$ cat config.mk
export PLATFORM = sky130hd
export DESIGN_NAME = chunked_serial_adder
export DESIGN_NICKNAME = d
export VERILOG_FILES = /design/src/rtl/adder_pkg.sv /design/src/rtl/ripple_chunk.sv /design/src/rtl/chunked_serial_adder.sv
export SDC_FILE = /design/constraint.sdc
export NUM_CORES = 1
export LEC_CHECK = 0
export BUFFER_PORTS_ARGS = -buffer_cell sky130_fd_sc_hd__buf_2
export CORE_AREA = 2 2 104 106
export CTS_BUF_LIST = sky130_fd_sc_hd__clkbuf_16
export DETAILED_ROUTE_END_ITERATION = 10
export DIE_AREA = 0 0 106 108
export PLACE_DENSITY = 0.65
export SYNTH_ARGS = -nofsm -noshare
export SYNTH_HDL_FRONTEND = slang
export SYNTH_HIERARCHICAL = 1
export SYNTH_SLANG_ARGS = --single-unit
$ cat constraint.sdc
create_clock -name clk -period 2.2 [get_ports clk]
set_input_delay 0 -clock clk [delete_from_list [all_inputs] [get_ports clk]]
set_output_delay 0 -clock clk [all_outputs]
set_load 0.01 [all_outputs]
$ cat src/rtl/adder_pkg.sv
// Shared types and elaboration-time helpers for the chunked serial adder.
package adder_pkg;

  typedef enum logic [1:0] {
    IDLE = 2'd0,
    RUN  = 2'd1,
    DONE = 2'd2
  } state_e;

  function automatic int calc_nchunk(input int width, input int chunk);
    return width / chunk;
  endfunction

  // Index counter is at least one bit wide so NCHUNK == 1 still has a register.
  function automatic int calc_idx_width(input int nchunk);
    return (nchunk <= 1) ? 1 : $clog2(nchunk);
  endfunction

endpackage

$ cat src/rtl/ripple_chunk.sv
// Purely combinational ripple of CHUNK full-adder cells; also reports the
// carry into the top bit so the caller can derive signed overflow.
module ripple_chunk #(
  parameter int CHUNK = 4
) (
  input  logic [CHUNK-1:0] a,
  input  logic [CHUNK-1:0] b,
  input  logic             cin,
  output logic [CHUNK-1:0] s,
  output logic             cout,
  output logic             c_msb
);

  logic [CHUNK:0] c;

  always_comb begin
    c    = '0;
    s    = '0;
    c[0] = cin;
    for (int i = 0; i < CHUNK; i++) begin
      s[i]   = a[i] ^ b[i] ^ c[i];
      c[i+1] = (a[i] & b[i]) | (c[i] & (a[i] ^ b[i]));
    end
  end

  assign cout  = c[CHUNK];
  assign c_msb = c[CHUNK-1];

endmodule

$ cat src/rtl/chunked_serial_adder.sv
// Multi-cycle adder: a + b + ci computed CHUNK bits per clock with a carry
// register between chunks, wrapped in valid/ready handshakes.
module chunked_serial_adder
  import adder_pkg::*;
#(
  parameter int WIDTH = 32,
  parameter int CHUNK = 4
) (
  input  logic             clk,
  input  logic             rst,
  input  logic             in_valid,
  output logic             in_ready,
  input  logic [WIDTH-1:0] a,
  input  logic [WIDTH-1:0] b,
  input  logic             ci,
  output logic             out_valid,
  input  logic             out_ready,
  output logic [WIDTH-1:0] sum,
  output logic             co,
  output logic             ovf
);

  // Handshake: a transfer happens on a rising edge where valid && ready.
  // in_ready depends only on state and rst; out_valid only on state, and the
  // result fields stay frozen while out_valid is high and out_ready is low.

  localparam int NCHUNK = calc_nchunk(WIDTH, CHUNK);
  localparam int IDXW   = calc_idx_width(NCHUNK);
  localparam logic [IDXW-1:0] LAST_IDX = IDXW'(NCHUNK - 1);

  if (CHUNK < 1 || (WIDTH % CHUNK) != 0) begin : g_bad_chunk
    $error("chunked_serial_adder: WIDTH must be a positive multiple of CHUNK");
  end

  state_e           state_q, state_d;
  logic [WIDTH-1:0] a_q, a_d;
  logic [WIDTH-1:0] b_q, b_d;
  logic [WIDTH-1:0] sum_q, sum_d;
  logic             carry_q, carry_d;
  logic             co_q, co_d;
  logic             ovf_q, ovf_d;
  logic [IDXW-1:0]  idx_q, idx_d;

  logic             accept;
  logic             drain;
  logic             last_chunk;
  logic [CHUNK-1:0] chunk_s;
  logic             chunk_cout;
  logic             chunk_cmsb;
  logic [WIDTH-1:0] sum_shifted;

  ripple_chunk #(.CHUNK(CHUNK)) u_chunk (
    .a     (a_q[CHUNK-1:0]),
    .b     (b_q[CHUNK-1:0]),
    .cin   (carry_q),
    .s     (chunk_s),
    .cout  (chunk_cout),
    .c_msb (chunk_cmsb)
  );

  // New chunk enters at the top so the first (least significant) chunk ends at bit 0.
  if (CHUNK == WIDTH) begin : g_sum_full
    assign sum_shifted = chunk_s;
  end else begin : g_sum_shift
    assign sum_shifted = {chunk_s, sum_q[WIDTH-1:CHUNK]};
  end

  assign accept     = in_valid && in_ready;
  assign drain      = out_valid && out_ready;
  assign last_chunk = (idx_q == LAST_IDX);

  // State register
  always_ff @(posedge clk) begin
    if (rst) begin
      state_q <= IDLE;
    end else begin
      state_q <= state_d;
    end
  end

  // Next-state logic
  always_comb begin
    state_d = state_q;
    case (state_q)
      IDLE:    if (accept)     state_d = RUN;
      RUN:     if (last_chunk) state_d = DONE;
      DONE:    if (drain)      state_d = IDLE;
      default: state_d = IDLE;
    endcase
  end

  // Output logic
  always_comb begin
    in_ready  = 1'b0;
    out_valid = 1'b0;
    case (state_q)
      IDLE:    in_ready  = !rst;
      DONE:    out_valid = 1'b1;
      default: ;
    endcase
  end

  always_comb begin
    a_d     = a_q;
    b_d     = b_q;
    sum_d   = sum_q;
    carry_d = carry_q;
    co_d    = co_q;
    ovf_d   = ovf_q;
    idx_d   = idx_q;
    if (accept) begin
      a_d     = a;
      b_d     = b;
      carry_d = ci;
      idx_d   = '0;
    end else if (state_q == RUN) begin
      a_d     = a_q >> CHUNK;
      b_d     = b_q >> CHUNK;
      sum_d   = sum_shifted;
      carry_d = chunk_cout;
      idx_d   = idx_q + 1'b1;
      if (last_chunk) begin
        co_d  = chunk_cout;
        ovf_d = chunk_cout ^ chunk_cmsb;
      end
    end
  end

  always_ff @(posedge clk) begin
    if (rst) begin
      a_q     <= '0;
      b_q     <= '0;
      sum_q   <= '0;
      carry_q <= 1'b0;
      co_q    <= 1'b0;
      ovf_q   <= 1'b0;
      idx_q   <= '0;
    end else begin
      a_q     <= a_d;
      b_q     <= b_d;
      sum_q   <= sum_d;
      carry_q <= carry_d;
      co_q    <= co_d;
      ovf_q   <= ovf_d;
      idx_q   <= idx_d;
    end
  end

  assign sum = sum_q;
  assign co  = co_q;
  assign ovf = ovf_q;

endmodule

==> impl_metrics.env, run 1 <==
export IMPL_status="completed"
export IMPL_worstSetupPathType="flop to flop"
export IMPL_path_clk_slew_ns=0.07
export IMPL_r2r_end="sum[31]"
export IMPL_critPathRequiredTime_ns=2.37
export IMPL_grt_use_total=0.1955
export IMPL_p_sw_frac=0.2570
export IMPL_htree_levels=3
export IMPL_maxCapViolations=0
export IMPL_tns_ns=0
export IMPL_num_antenna_cells=0
export IMPL_root_buffer="clkbuf_16"
export IMPL_hold_depth=5
export IMPL_drive_above_1_share=0.2311
export IMPL_timing_rr_start="b_q[0]"
export IMPL_power_frac_comb=0.136
export IMPL_cpPeakStageDelay_ns=0.42
export IMPL_cp_cell_sequence="fa_1 > inv_1 > fa_1 > fa_2 > inv_2 > fa_2 > nand2_1 > a21oi_1"
export IMPL_hold_viol=0
export IMPL_layout_min_cycle_time_ns=2.108
export IMPL_numPortBuffers=104
export IMPL_drc=0
export IMPL_critPathCaptureType="flop"
export IMPL_initial_core_util=0.4286
export IMPL_p_int_uw=3004
export IMPL_holdCritPathClass="primary input to flop"
export IMPL_multi_input_area_um2=2028
export IMPL_clk_latency_ns=0.34
export IMPL_grt_max_degree=106
export IMPL_rrSetupSlack_ns=0.09
export IMPL_drtAntennaViolNets=0
export IMPL_fill_cells=934
export IMPL_layout_nets=758
export IMPL_seq_area_frac_synth=0.4748
export IMPL_die_area_um2=11450
export IMPL_layout_commonest_cell="nand2_1"
export IMPL_p_sw_uw=1039
export IMPL_whs_ns=0.1984
export IMPL_area_delta_synth_final_pct=34.75
export IMPL_max_slew_margin=0.2168
export IMPL_wire_per_inst_um=13.56
export IMPL_hp_start="rst"
export IMPL_post_dp_hpwl_um=6689
export IMPL_cts_tree="built"
export IMPL_drt_iter0_drc=288
export IMPL_grt_pass1_vias=4027
export IMPL_synth_seq_cells=104
export IMPL_p_per_area_nw_per_um2=684.1
export IMPL_rows=37
export IMPL_grt_setup_unrepaired="false"
export IMPL_p_clk_frac=0.363
export IMPL_synth_cell_types=28
export IMPL_period_share=0.9584
export IMPL_die_h_um=108
export IMPL_cts_sinks=104
export IMPL_antenna_found_initial=0
export IMPL_numCtsBuffers=9
export IMPL_grt_pass1_wl_um=18310
export IMPL_worstPathArrival_ns=2.28
export IMPL_setup_violations=0
export IMPL_slowest_stage="fa_2"
export IMPL_syn_nets=614
export IMPL_fin_worst_skew_ns=0.006845
export IMPL_core_um2=10230
export IMPL_power_leakage_uw=0.002303
export IMPL_vias_per_cell=5.029
export IMPL_ff_latch_area_um2=2086
export IMPL_ir_worst_vdd_v=0.0003577
export IMPL_ioPinCount=105
export IMPL_place_congestion=0.7904
export IMPL_synth_area_um2=4385
export IMPL_sequentialPowerShare=0.501
export IMPL_cts_buffer_depth=2
export IMPL_startpoint_type="flop"
export IMPL_slew_viol_final=0
export IMPL_vias=4144
export IMPL_final_cell_mix="nand2_1, buf_2, dfxtp_1"
export IMPL_avgSynthCellArea_um2=8.136
export IMPL_postSynthCellCount=539
export IMPL_cp_max_fo=2
export IMPL_totalWireLength_um=11180
export IMPL_holdPathEnd="b_q[31]"
export IMPL_die_x_um=106
export IMPL_clock_fmax_mhz=474.3
export IMPL_grt_overflow=0
export IMPL_reg2regPathDepth=8
export IMPL_worst_slew_pin_slew_ns=1.175
export IMPL_yosys_warnings=6
export IMPL_first_pass_iters=4
==> worst max-delay path: cells and delay by family (launching register included) <==
kind                       cells  cell delay [ns]
buffers and inverters          2             0.13
adders and majority gates      4             1.34
DFF                            1             0.35
and+or+nand+nor                1             0.07
AOI/OAI and AO/OA              1             0.05
==> per-stage QoR <==
step | cell area [um^2] | utilization | cells | setup slack (ns) | total power, uW
6_report | 5909 | 0.5776 | 824 | 0.09160 | 4042
3_5_place_dp | 4957 | 0.4845 | 741 | 0.01966 | 2520
5_1_grt | 5909 | 0.5776 | 824 | 0.0002296 | 4221
4_1_cts | 5901 | 0.5767 | 824 | 0.003029 | 4077
2_1_floorplan | 4385 | - | 539 | 0.1968 | 2368
3_3_place_gp | 4957 | 0.4845 | 741 | 0.09857 | 2511
==> routing by layer <==
layer | up-vias | global-route usage | share of wire
met4 | 0 | 0.05545 | 0.016
met2 | 106 | 0.3378 | 0.48
met1 | 1923 | 0.2483 | 0.45
met5 | - | 0 | 0
li1 | 2100 | - | -
met3 | 15 | 0.04099 | 0.045
==> power by group through the flow <==
stage          combinational, uW  sequential, uW  clock (uW)
2_1_floorplan                311            2060           0
3_3_place_gp                 449            2060           0
3_5_place_dp                 454            2070           0
4_1_cts                      546            2020        1510
5_1_grt                      608            2030        1580
6_report                     550            2020        1470
==> worst max-delay path by stage <==
stage | from | endpoint | cells past startpoint
after floorplan | a_q[0] | sum[31] | 8
after global placement | a_q[0] | sum[31] | 8
after detailed placement | b_q[0] | ovf | 9
after CTS | b_q[0] | ovf | 9
after global routing | a_q[0] | ovf | 9
final | b_q[0] | sum[31] | 8
==> state kept, by name, indices dropped and copies added (netlist names) <==
register / cells
idx_q: 3
a_q: 32
state_q: 2
carry_q: 1
ovf: 1
co: 1
b_q: 32
sum: 32
==> area by class of cell <==
class	count	share of cell area
Inverter	9	0.005717
Multi-Input combinational cell	378	0.3432
Clock inverter	7	0.008046
Timing Repair Buffer	181	0.2232
Clock buffer	9	0.03811
Tap cell	136	0.02880
Sequential cell	104	0.3530
==> logic make-up (layout without fill, tap and decap cells) <==
group	Yosys count	in the layout	share of synthesized area
AO/OA/AOI/OAI	156	156	0.2237
XOR/XNOR	2	2	0.003995
adder cells (fa/ha/maj)	6	6	0.02397
buffers and inverters	57	206	0.06590
flip-flops	104	104	0.4748
multiplexers	3	3	0.006848
AND/OR/NAND/NOR	211	211	0.2009
==> Yosys cell counts (all sizes together) <==
library cell	count	share of area
nor2b	1	0.0014
and2b	1	0.0017
nor4b	1	0.0054
a311oi	1	0.0034
nor2	57	0.054
xnor2	1	0.0020
fa	4	0.018
or4b	1	0.0031
clkbuf	20	0.017
buf	28	0.041
nor3	5	0.0057
nand3b	1	0.0017
inv	9	0.0077
ha	2	0.0057
dfxtp	104	0.47
mux2i	3	0.0068
xor2	1	0.0020
nand2b	2	0.0029
a21oi	99	0.11
nand2	132	0.11
a211oi	56	0.11
nand3	10	0.011
==> timing repair <==
item | CTS | global route
gates resized for setup | 0 | 6
endpoints found under the setup margin | 0 | 3
setup buffers | 0 | 0
endpoints found under the hold margin | 67 | 0
hold buffers | 67 | 0
Note: power is estimated with default switching activity, not from simulation.
==> inputs of run 2 (changes only) <==
--- a/config.mk
+++ b/config.mk
@@ -6,11 +6,11 @@
 export NUM_CORES = 1
 export LEC_CHECK = 0
 export BUFFER_PORTS_ARGS = -buffer_cell sky130_fd_sc_hd__buf_2
-export CORE_AREA = 2 2 104 106
+export CORE_AREA = 2 2 124 90
 export CTS_BUF_LIST = sky130_fd_sc_hd__clkbuf_16
 export DETAILED_ROUTE_END_ITERATION = 10
-export DIE_AREA = 0 0 106 108
-export PLACE_DENSITY = 0.65
+export DIE_AREA = 0 0 126 92
+export PLACE_DENSITY = 0.64
 export SYNTH_ARGS = -nofsm -noshare
 export SYNTH_HDL_FRONTEND = slang
 export SYNTH_HIERARCHICAL = 1
==> constraint.sdc (replaced) <==
create_clock -name clk -period 2.6 [get_ports clk]
set_input_delay 0 -clock clk [delete_from_list [all_inputs] [get_ports clk]]
set_output_delay 0 -clock clk [all_outputs]
set_load 0.01 [all_outputs]
==> run 2 against run 1 <==
Core utilization is 2.5 points lower. Routed wire length rose by 1.5%. Combinational power shrank 19%. Via count rose by 0.43%. Sequential power down 15%. Cell count is 0.85% lower. Clock power is 9% lower. Clock-buffer cell count did not move. Register-to-register slack better by 0.34 ns. Sequential share of layout area is 0.37 points higher. Design area fell by 1.2%. Critical endpoint is now ovf. Highest routed layer is now met5.
==> impl_metrics.env, run 2 (same netlist as run 1, synthesis figures left out) <==
export IMPL_hp_start="b[0]"
export IMPL_cpMostUsedCell="fa_1"
export IMPL_core_um2=10570
export IMPL_cts_buffer_depth=2
export IMPL_slew_viol_final=0
export IMPL_totalWireLength_um=11340
export IMPL_grt_max_degree=92
export IMPL_die_h_um=92
export IMPL_startpoint_type="flop"
export IMPL_holdBufCountCts=64
export IMPL_drc=0
export IMPL_fin_worst_skew_ns=0.006476
export IMPL_dp_cells=737
export IMPL_placed_area_um2=4902
export IMPL_grt_overflow=0
export IMPL_rrSetupSlack_ns=0.44
export IMPL_drtAntennaViolNets=0
export IMPL_wire_per_inst_um=13.88
export IMPL_clk_latency_ns=0.34
export IMPL_critPathRequiredTime_ns=2.88
export IMPL_p_per_area_nw_per_um2=599.5
export IMPL_die_x_um=126
export IMPL_final_cell_mix="nand2_1, dfxtp_1, buf_2"
export IMPL_root_buffer="clkbuf_16"
export IMPL_antenna_found_initial=1
export IMPL_holdCritPathClass="primary input to flop"
export IMPL_cts_tree="built"
export IMPL_numPortBuffers=104
export IMPL_rows=32
export IMPL_grt_pass1_vias=3860
export IMPL_cts_sinks=104
export IMPL_clock_fmax_mhz=462.1
export IMPL_numCtsBuffers=9
export IMPL_period_share=0.8323
export IMPL_crit_family="adder cells"
export IMPL_cts_resized=0
export IMPL_worstPathArrival_ns=2.44
export IMPL_slowest_stage="dfxtp_1"
export IMPL_postCtsSetupBuffers=0
export IMPL_initial_core_util=0.4149
export IMPL_ioPinCount=105
export IMPL_ir_worst_vdd_v=0.0004585
export IMPL_layout_commonest_cell="nand2_1"
export IMPL_grt_use_total=0.1955
export IMPL_hold_depth=3
export IMPL_htree_levels=3
export IMPL_post_dp_hpwl_um=6879
export IMPL_final_cells=817
export IMPL_hold_viol=0
export IMPL_layout_nets=751
export IMPL_worst_slew_pin_slew_ns=0.9431
export IMPL_grt_setup_unrepaired="false"
export IMPL_critPathCaptureType="flop"
export IMPL_num_antenna_cells=0
export IMPL_ff_latch_area_um2=2082
export IMPL_timing_rr_start="b_q[0]"
export IMPL_drt_iter0_drc=349
export IMPL_vias=4162
export IMPL_path_clk_slew_ns=0.07
export IMPL_tns_ns=0
export IMPL_crit_buf_inv=2
export IMPL_place_congestion=0.7904
export IMPL_maxCapViolations=0
export IMPL_final_util=0.5522
export IMPL_die_area_um2=11590
export IMPL_vias_per_cell=5.094
export IMPL_multi_input_area_um2=2023
export IMPL_worstSetupPathType="flop to flop"
export IMPL_drive_above_1_share=0.2203
export IMPL_cp_cell_sequence="fa_1 > inv_1 > fa_1 > fa_1 > inv_1 > fa_1 > xor2_1 > nand3_1 > a21oi_1"
export IMPL_layout_min_cycle_time_ns=2.164
export IMPL_area_delta_synth_final_pct=33.10
export IMPL_first_pass_iters=4
export IMPL_power_leakage_uw=0.002283
export IMPL_cp_max_fo=3
export IMPL_holdPathEnd="b_q[0]"
export IMPL_reg2regPathDepth=9
export IMPL_setup_violations=0
export IMPL_r2r_end="ovf"
export IMPL_final_design_area_no_fill_um2=5837
export IMPL_max_slew_margin=0.3713
export IMPL_grt_pass1_wl_um=18530
export IMPL_status="completed"
export IMPL_cpPeakStageDelay_ns=0.38
export IMPL_fill_cells=979
## run 2: cell types whose count changed in the layout (fill, tap and decap cells not counted), sizes merged
cell         delta
buf             -4
bufinv          +1
clkinv          +2
clkinvlp        -2
dlygate4sd3     -3
inv             -1
## run 2: how the worst max path moves through the flow
stage           start  slack, ns      end  cells after the start
2_1_floorplan  a_q[0]       0.60  sum[31]                      8
3_3_place_gp   a_q[0]       0.54      ovf                      9
3_5_place_dp   b_q[0]       0.46      ovf                      9
4_1_cts        b_q[0]       0.44      ovf                      9
5_1_grt        a_q[0]       0.32      ovf                      9
6_report       b_q[0]       0.44      ovf                      9
## run 2: tightest hold or removal path, stage by stage
cell      delay [ns]
buf_2           0.12
nor2_1          0.12
a211oi_1        0.07
## run 2: layout make-up
type                    count  area share
repair buffers            174      0.2114
clock inverters             7     0.01179
clock buffers               9     0.03859
well taps                 136     0.02915
multi-input cells         378      0.3466
inverters                   9    0.005788
flip-flops and latches    104      0.3567
## run 2: stage by stage
stage | hold WS [ns] | power (uW) | setup WS [ns]
floorplan | 0.1360 | 2003 | 0.5968
global placement | 0.2465 | 2116 | 0.5396
detailed placement | 0.2562 | 2123 | 0.4606
CTS | 0.003373 | 3536 | 0.4394
global route | 0.03047 | 3657 | 0.3184
finish | 0.01816 | 3499 | 0.4359
## run 2: power by group
| group | internal [uW] | total (uW) | switching, uW |
|---|---|---|---|
| Sequential | 1670 | 1720 | 46.8 |
| Clock | 747 | 1340 | 592 |
| Combinational | 206 | 444 | 238 |
| Total | 2620 | 3500 | 876 |
## run 2: layer usage
| layer | vias to the layer above | GRT usage | part of all wire |
|---|---|---|---|
| met1 | 1934 | 0.2764 | 0.49 |
| met4 | 2 | 0.04121 | 0.0099 |
| met2 | 120 | 0.3024 | 0.45 |
| met3 | 14 | 0.05018 | 0.053 |
| met5 | - | 0 | 0.0011 |
| li1 | 2092 | - | - |
